## src/rtl/riscv_alu_arbiter.sv

```systemverilog
// riscv_alu_arbiter
//   Shares a single RISC-V ALU between two requesters: port 0 is the core
//   execute stage, port 1 is the aux unit (CSR/debug). A granted request has
//   its op/a/b captured into holding registers. The ALU is evaluated on those
//   held operands and answered on the following cycle.
//
// Handshakes: a transfer on any channel happens on a rising clock edge where
//   the valid bit and the matching ready bit are both high. Requesters may drop
//   req_valid_i without a transfer. The response channel's result and flag hold
//   stable until the owner accepts the response.
//
// Configuration macro: ALU_ARB_FIXED_PRIO_EN
//   undefined (default) : round-robin on contention, starting at PRIO_INIT
//   defined             : requester 0 always wins contention, PRIO_INIT unused
//
// Ports
//   clk_i        in   1   clock
//   rst_n_i      in   1   asynchronous active-low reset
//   req_valid_i  in   2   per-requester request valid
//   req_ready_o  out  2   per-requester request accepted (one-hot or zero)
//   req0_op_i    in   5   requester 0 ALU op
//   req0_a_i     in   32  requester 0 operand A
//   req0_b_i     in   32  requester 0 operand B
//   req1_op_i    in   5   requester 1 ALU op
//   req1_a_i     in   32  requester 1 operand A
//   req1_b_i     in   32  requester 1 operand B
//   rsp_valid_o  out  2   response valid for owner (one-hot or zero)
//   rsp_ready_i  in   2   per-requester response accept
//   rsp_result_o out  32  ALU result of held operation
//   rsp_flag_o   out  1   ALU branch-compare flag of held operation
module riscv_alu_arbiter #(
  parameter logic PRIO_INIT = 1'b0
) (
  input  logic        clk_i,
  input  logic        rst_n_i,
  input  logic [1:0]  req_valid_i,
  output logic [1:0]  req_ready_o,
  input  logic [4:0]  req0_op_i,
  input  logic [31:0] req0_a_i,
  input  logic [31:0] req0_b_i,
  input  logic [4:0]  req1_op_i,
  input  logic [31:0] req1_a_i,
  input  logic [31:0] req1_b_i,
  output logic [1:0]  rsp_valid_o,
  input  logic [1:0]  rsp_ready_i,
  output logic [31:0] rsp_result_o,
  output logic        rsp_flag_o
);

  localparam logic [4:0] ALU_ADD  = 5'b00000;
  localparam logic [4:0] ALU_SUB  = 5'b01000;
  localparam logic [4:0] ALU_XOR  = 5'b00100;
  localparam logic [4:0] ALU_OR   = 5'b00110;
  localparam logic [4:0] ALU_AND  = 5'b00111;
  localparam logic [4:0] ALU_SRA  = 5'b01101;
  localparam logic [4:0] ALU_SRL  = 5'b00101;
  localparam logic [4:0] ALU_SLL  = 5'b00001;
  localparam logic [4:0] ALU_BLT  = 5'b11100;
  localparam logic [4:0] ALU_BLTU = 5'b11110;
  localparam logic [4:0] ALU_BGE  = 5'b11101;
  localparam logic [4:0] ALU_BGEU = 5'b11111;
  localparam logic [4:0] ALU_BEQ  = 5'b11000;
  localparam logic [4:0] ALU_BNE  = 5'b11001;
  localparam logic [4:0] ALU_SLTS = 5'b00010;
  localparam logic [4:0] ALU_SLTU = 5'b00011;

  typedef enum logic {IDLE = 1'b0, BUSY = 1'b1} state_t;

  state_t      state, state_next;
  logic        owner;
  logic [4:0]  hold_op;
  logic [31:0] hold_a, hold_b;
  logic        grant;
  logic        rsp_fire, accept, req_fire;

  // Grant: a lone valid wins; on contention the priority holder wins.
`ifdef ALU_ARB_FIXED_PRIO_EN
  always_comb begin
    grant = req_valid_i[1] & ~req_valid_i[0];
  end
`else
  logic rr_ptr;

  always_ff @(posedge clk_i or negedge rst_n_i) begin
    if (!rst_n_i)      rr_ptr <= PRIO_INIT;
    else if (req_fire) rr_ptr <= ~grant;
  end

  always_comb begin
    case (req_valid_i)
      2'b10:   grant = 1'b1;
      2'b11:   grant = rr_ptr;
      default: grant = 1'b0;
    endcase
  end
`endif

  // A pending response retiring this cycle reopens the accept window so the
  // next request can be taken back-to-back.
  assign rsp_fire = (state == BUSY) && rsp_ready_i[owner];
  assign accept   = (state == IDLE) || rsp_fire;
  assign req_fire = |(req_valid_i & req_ready_o);

  // State register
  always_ff @(posedge clk_i or negedge rst_n_i) begin
    if (!rst_n_i) state <= IDLE;
    else          state <= state_next;
  end

  // Next-state logic
  always_comb begin
    state_next = state;
    case (state)
      IDLE:    if (req_fire) state_next = BUSY;
      BUSY:    if (rsp_fire && !req_fire) state_next = IDLE;
      default: state_next = IDLE;
    endcase
  end

  // Output logic; ready is forced low while reset is asserted.
  always_comb begin
    req_ready_o = 2'b00;
    rsp_valid_o = 2'b00;
    if (rst_n_i && accept && (|req_valid_i))
      req_ready_o = grant ? 2'b10 : 2'b01;
    if (state == BUSY)
      rsp_valid_o = owner ? 2'b10 : 2'b01;
  end

  // Holding registers for the granted operation.
  always_ff @(posedge clk_i or negedge rst_n_i) begin
    if (!rst_n_i) begin
      owner   <= 1'b0;
      hold_op <= 5'd0;
      hold_a  <= 32'd0;
      hold_b  <= 32'd0;
    end else if (req_fire) begin
      owner   <= grant;
      hold_op <= grant ? req1_op_i : req0_op_i;
      hold_a  <= grant ? req1_a_i  : req0_a_i;
      hold_b  <= grant ? req1_b_i  : req0_b_i;
    end
  end

  // Shared ALU on held operands. Unknown codes yield result 0, flag 0.
  always_comb begin
    rsp_result_o = 32'd0;
    rsp_flag_o   = 1'b0;
    case (hold_op)
      ALU_ADD:  rsp_result_o = hold_a + hold_b;
      ALU_SUB:  rsp_result_o = hold_a - hold_b;
      ALU_XOR:  rsp_result_o = hold_a ^ hold_b;
      ALU_OR:   rsp_result_o = hold_a | hold_b;
      ALU_AND:  rsp_result_o = hold_a & hold_b;
      ALU_SRA:  rsp_result_o = $unsigned($signed(hold_a) >>> hold_b[4:0]);
      ALU_SRL:  rsp_result_o = hold_a >> hold_b[4:0];
      ALU_SLL:  rsp_result_o = hold_a << hold_b[4:0];
      ALU_SLTS: rsp_result_o = {31'd0, $signed(hold_a) < $signed(hold_b)};
      ALU_SLTU: rsp_result_o = {31'd0, hold_a < hold_b};
      ALU_BLT:  rsp_flag_o   = $signed(hold_a) < $signed(hold_b);
      ALU_BLTU: rsp_flag_o   = hold_a < hold_b;
      ALU_BGE:  rsp_flag_o   = $signed(hold_a) >= $signed(hold_b);
      ALU_BGEU: rsp_flag_o   = hold_a >= hold_b;
      ALU_BEQ:  rsp_flag_o   = hold_a == hold_b;
      ALU_BNE:  rsp_flag_o   = hold_a != hold_b;
      default: ;
    endcase
  end

endmodule
```

## config.mk

```make
export PLATFORM = sky130hd
export DESIGN_NAME = riscv_alu_arbiter
export DESIGN_NICKNAME = d
export VERILOG_FILES = /design/src/rtl/riscv_alu_arbiter.sv
export SDC_FILE = /design/constraint.sdc
export NUM_CORES = 1
export LEC_CHECK = 0
export BUFFER_PORTS_ARGS = -buffer_cell sky130_fd_sc_hd__buf_2
export CAP_MARGIN = 20
export CELL_PAD_IN_SITES_DETAIL_PLACEMENT = 1
export CELL_PAD_IN_SITES_GLOBAL_PLACEMENT = 2
export CORE_ASPECT_RATIO = 0.8
export CORE_UTILIZATION = 37
export DETAILED_ROUTE_END_ITERATION = 10
export HOLD_SLACK_MARGIN = 0.12
export PLACE_DENSITY = 0.95
export SYNTH_ARGS = -nofsm -noshare
export SYNTH_HDL_FRONTEND = slang
export SYNTH_SLANG_ARGS = --single-unit
```

## constraint.sdc

```tcl
create_clock -name clk_i -period 6.3 [get_ports clk_i]
set_clock_uncertainty 0.1 [all_clocks]
set_input_delay 0.315 -clock clk_i [delete_from_list [all_inputs] [get_ports clk_i]]
set_output_delay 0.315 -clock clk_i [all_outputs]
set_load 0.005 [all_outputs]
```

## Word level (Yosys, flattened, before mapping)

Cells that the tools add are included.

- Bits in read-only memories: 0
- Flip-flop bits (word level): 72
- Output and inout bits: 37
- Memories: 0
- Latch bits: 0
- Bits in writable memories: 0

- Divide/modulo/power cells: 0
- Shift operators: 3
- Reductions and logical operators: 9
- Muxes and demuxes: 15
- $mul: 0
- $lt $le $gt $ge: 5
- Add/subtract/negate cells: 2
- Bitwise operators: 6
- Equal/unequal tests: 19

Operators by type and width:

| kind | count |
|---|---|
| case mux 32 bit (10 select lines) | 1 |
| >= comparator 32 bit | 2 |
| < comparator 32 bit | 2 |
| 2-to-1 mux 32 bit | 2 |
| adder 32 bit | 1 |
| AND 32 bit | 1 |
| equality test 32 bit | 1 |
| inequality test 32 bit | 1 |
| OR 32 bit | 1 |
| left shift 32 x 5 -> 32 bit | 1 |
| right shift 32 x 5 -> 32 bit | 1 |
| >>> shifter 32 x 5 -> 32 bit | 1 |
| subtractor 32 bit | 1 |
| bitwise XOR 32 bit | 1 |
| equality test 5 bit (second input constant) | 6 |
| equality test 5 x 3 -> 1 bit (second input constant) | 4 |
| equality test 5 x 2 -> 1 bit (second input constant) | 2 |
| equality test 5 x 4 -> 1 bit (second input constant) | 2 |
| 2-to-1 mux 2 bit | 4 |
| case mux 1 bit (6 select lines) | 1 |
| equality test 5 x 1 -> 1 bit (second input constant) | 1 |
| logical NOT 5 bit | 1 |
| 2-to-1 mux 5 bit | 1 |
| equality test 2 bit (second input constant) | 2 |
| other kinds (9) | 18 |

## Longest topological paths before layout

- Depth in word-level cells: 13
- Depth in mapped cells: 16
- Depth with buffers taken out: 12

## Worst setup path before layout

No wires, ideal clock.

- Path type: reg-to-output
- From: reg hold_b[2]
- To: out rsp_result_o[24]
- Stages on the path, launching flop included: 17
- Setup slack: 2,157 ps
- Arrival time: 3,728 ps
- Required time: 5,885 ps
- Cell sequence: dfrtp_1 buf_2 inv_2 buf_2 buf_2 buf_1 ha_1 buf_6 nor2b_1 o31a_1 or4b_1 a21oi_1 o31ai_1 a21o_1 a21o_1 o221a_1 o211ai_1

- Word-level cells in the longest chain between the ends: 2
- Elaborated cells between the ends (all ways): 6
- Those cells by class: 2 x add/sub; 3 x shift; 1 x mux

RTL lines:

| what | line | RTL |
|---|---|---|
| start: declaration | 72 | `logic [31:0] hold_a, hold_b;` |
| start signal: assignment | 141 | `hold_b <= grant ? req1_b_i : req0_b_i;` |
| subtractor 32 bit, or another cell as far along | 151 | `ALU_SUB: rsp_result_o = hold_a - hold_b;` |
| case mux 32 bit (10 select lines) (*) | 149 | `case (hold_op)` |
| end: declaration | 46 | `output logic [31:0] rsp_result_o,` |

Mark *: on every way between the ends. The rest lies on a longest branch, timed or not.

## Worst setup path after layout

- From: reg hold_b[1]
- To: out rsp_result_o[27]

Same word-level chain as after synthesis.

==> impl_metrics.ini <==
[setup_path]
critPathKind = flip-flop to output pin
reg2reg_to = hold_b[21]
crit_top_cell = a211oi_1
slowest_stage = buf_4
cpLargestDelayFamily = compound AO/OA/AOI/OAI gates
cp-start-kind = flip-flop
critPathMaxFanout = 68
crit_buf_inv = 2
reg2reg_slack_ns = 2.96
end_kind = output pin
crit_required_ns = 5.88
slowest_delay_ns = 0.67
cp_cell_sequence = buf_4 -> ha_1 -> a21o_1 -> nand4_1 -> a31o_2 -> a211oi_1 -> nand3b_1 -> a41oi_1 -> xnor2_1 -> a211oi_1 -> o211ai_1 -> buf_2
reg2reg_depth = 9
r2r_start = owner
arrival_ns = 4.53

[cells_and_area]
stdcell_area_um2 = 14440
fin_nets = 2032
area_delta_synth_final_pct = 18.20
fill_cells = 4085
drive_above_1_share = 0.1702

[sta]
tightest_slew_ns = 1.152
rsz0062_at_grt = false
clock.fmax_mhz = 202.3
setup_viol = 0
report.final.slew_viol_count = 0
fin_tns_setup_ns = 0
period_minus_slack_ns = 4.943
hold_viol = 0
relSlewSlack = 0.2309
timing.hold.ws_ns = 0.1377
min_period_over_period = 0.7846

[route]
wirelength_um = 58750
routedWlPerCell_um = 26.44
dr.first_iter.drc_count = 1911
vias = 14650
ant_nets = 0
avgViaCountPerCell = 6.593
firstDrtPassIters = 7
drcViolationCount = 0

[placement]
place_area_um2 = 13290
port_buffers = 180
post-dp-hpwl_um = 42790
gp_congestion = 0.9941

[clock_tree]
clockBufferDepth = 2
post_cts_resized = 0
tritoncts = done
htree_num_levels = 3
clock-sinks = 72
cts-root-buf = clkbuf_16
clk_latency_ns = 0.36
numCtsBuffers = 9
clkTransAtPathRegs_ns = 0.07

[floorplanning]
die_h_um = 164.5
die_x_um = 205.1
fp-row-count = 59
fp.dieArea_um2 = 33750
core_area_um2 = 32480
pin_count = 181
start_util = 0.3760

[pwr]
power_density_nw_per_um2 = 452.1
ir_worst_vdd_v = 0.0001812
p_leak_nw = 6.494

[flow_run]
cap_violations = 0

[logic_synthesis]
synth_top_area_frac = 0.1475
syn_area_um2 = 12210
yosys_most_used_dff = dfrtp_1
synthArstFlopShare = 1.000
synth_common_cells = 165 x nor2_1, 143 x o21ai_0, 142 x inv_1
yosysWarnings = 0
synth-edff-count = 0
syn_area_per_cell_um2 = 7.516
ys_types = 80
synth_top_area_cell = dfrtp_1
synth_fp_nets = 1870
synth.area.top_cells = dfrtp_1 15%, ha_1 10%, mux4_2 9.0%, o21ai_0 5.9%, a21oi_1 5.7%
syn_inst = 1625
post-synth-top-count-cell = nor2_1
ys_seq_elements = 72
synth-seq-area-share = 0.1475

[run_status]
status = finished, final reports clean

[hold_path]
worstHoldPathType = primary input to flip-flop
min_from = req1_b_i[30]
holdPathStages = 3
min_to = hold_b[30]

[global_routing]
grt_pass1_wl_um = 87640
overflow = 0
grt_pass1_vias = 14200
antenna_found_initial = 2
grt_start_max_net_pins = 80
grt_use_total = 0.3432
==> worst register-to-register path, cell delays in order (launching register included) <==
cell	delay, ns
dfrtp_1	0.41
mux2i_1	0.21
nand2_1	0.10
o211ai_1	0.20
buf_4	0.64
nor2b_4	0.24
buf_12	0.24
a222oi_1	0.41
dlygate4sd3_1	0.63
inv_1	0.05
==> through the flow <==
step	power (mW)	utilization	std cells	setup WS (ns)
after floorplan	4.009	-	1625	2.157
after global placement	5.439	0.4084	2124	1.880
after detailed placement	5.518	0.4090	2125	1.897
after CTS	6.326	0.4436	2218	1.489
after global routing	6.868	0.4443	2219	1.126
final	6.527	0.4445	2222	1.357
==> cell type report <==
type | instances | area (µm²) | area share
clock buffers | 10 | 239.0 | 0.01655
well taps | 427 | 534.3 | 0.03700
diodes | 3 | 7.507 | 0.0005200
flip-flops and latches | 72 | 1808 | 0.1252
multi-input cells | 1277 | 9306 | 0.6446
clock inverters | 6 | 115.1 | 0.007973
inverters | 146 | 548.0 | 0.03796
repair buffers | 281 | 1879 | 0.1302
==> state kept, by name (all words and copies together), names as in the netlist <==
name     cells
state        1
owner        1
hold_op      5
hold_b      32
rr_ptr       1
hold_a      32
==> worst max path at each step <==
stage / endpoint / startpoint / slack [ns] / cells after the start
floorplan: rsp_result_o[24] / hold_b[2] / 2.16 / 16
global placement: rsp_result_o[27] / hold_b[1] / 1.88 / 12
detailed placement: rsp_result_o[27] / hold_b[1] / 1.90 / 12
CTS: rsp_result_o[22] / hold_b[0] / 1.49 / 13
global route: rsp_result_o[22] / hold_b[0] / 1.13 / 13
finish: rsp_result_o[27] / hold_b[1] / 1.36 / 12
==> cell usage in the layout, fill, tap and decap left out, types with 13 or more instances in the layout <==
cell / netlist / final
a211o_1: 13 / 13
a211oi_1: 25 / 25
a21o_1: 20 / 20
a21oi_1: 140 / 140
a222oi_1: 39 / 39
a22oi_1: 31 / 31
a31oi_1: 17 / 17
buf_2: 21 / 179
buf_4: 7 / 23
dfrtp_1: 72 / 69
dlygate4sd3_1: 0 / 77
ha_1: 99 / 99
inv_1: 142 / 142
mux2i_1: 68 / 68
mux4_2: 49 / 49
nand2_1: 134 / 134
nand2b_1: 17 / 17
nand3_1: 35 / 35
nor2_1: 165 / 163
nor2b_1: 15 / 14
nor3_1: 32 / 32
o211ai_1: 28 / 28
o21ai_0: 143 / 143
o22ai_1: 20 / 20
o31ai_1: 14 / 14
==> cell families after synthesis <==
| family | after synthesis | share of synthesized area |
|---|---|---|
| compound gates | 566 | 0.3041 |
| xor+xnor | 15 | 0.01076 |
| fa+ha+maj | 101 | 0.1047 |
| buf+inv | 276 | 0.09291 |
| flops | 72 | 0.1475 |
| mux | 130 | 0.1654 |
| simple gates | 465 | 0.1746 |
==> report_power, final <==
part | switching [mW] | internal [mW] | total [mW]
clock | 0.260 | 0.401 | 0.661
sequential | 0.367 | 0.586 | 0.953
combinational | 3.06 | 1.85 | 4.91
==> timing repair <==
item | 4_1_cts | 5_1_grt
hold buffers | 77 | 0
setup endpoints to repair | 0 | 0
setup buffers | 0 | 0
endpoints found under the hold margin | 67 | 0
==> routing by layer <==
| metal | global-route usage | vias to the layer above | part of all wire |
|---|---|---|---|
| met5 | 0 | - | 0 |
| met2 | 0.5261 | 891 | 0.44 |
| met1 | 0.4897 | 7292 | 0.43 |
| met4 | 0.1074 | 0 | 0.029 |
| li1 | - | 6334 | - |
| met3 | 0.05604 | 133 | 0.10 |
Power figures use the tool's default switching activity.
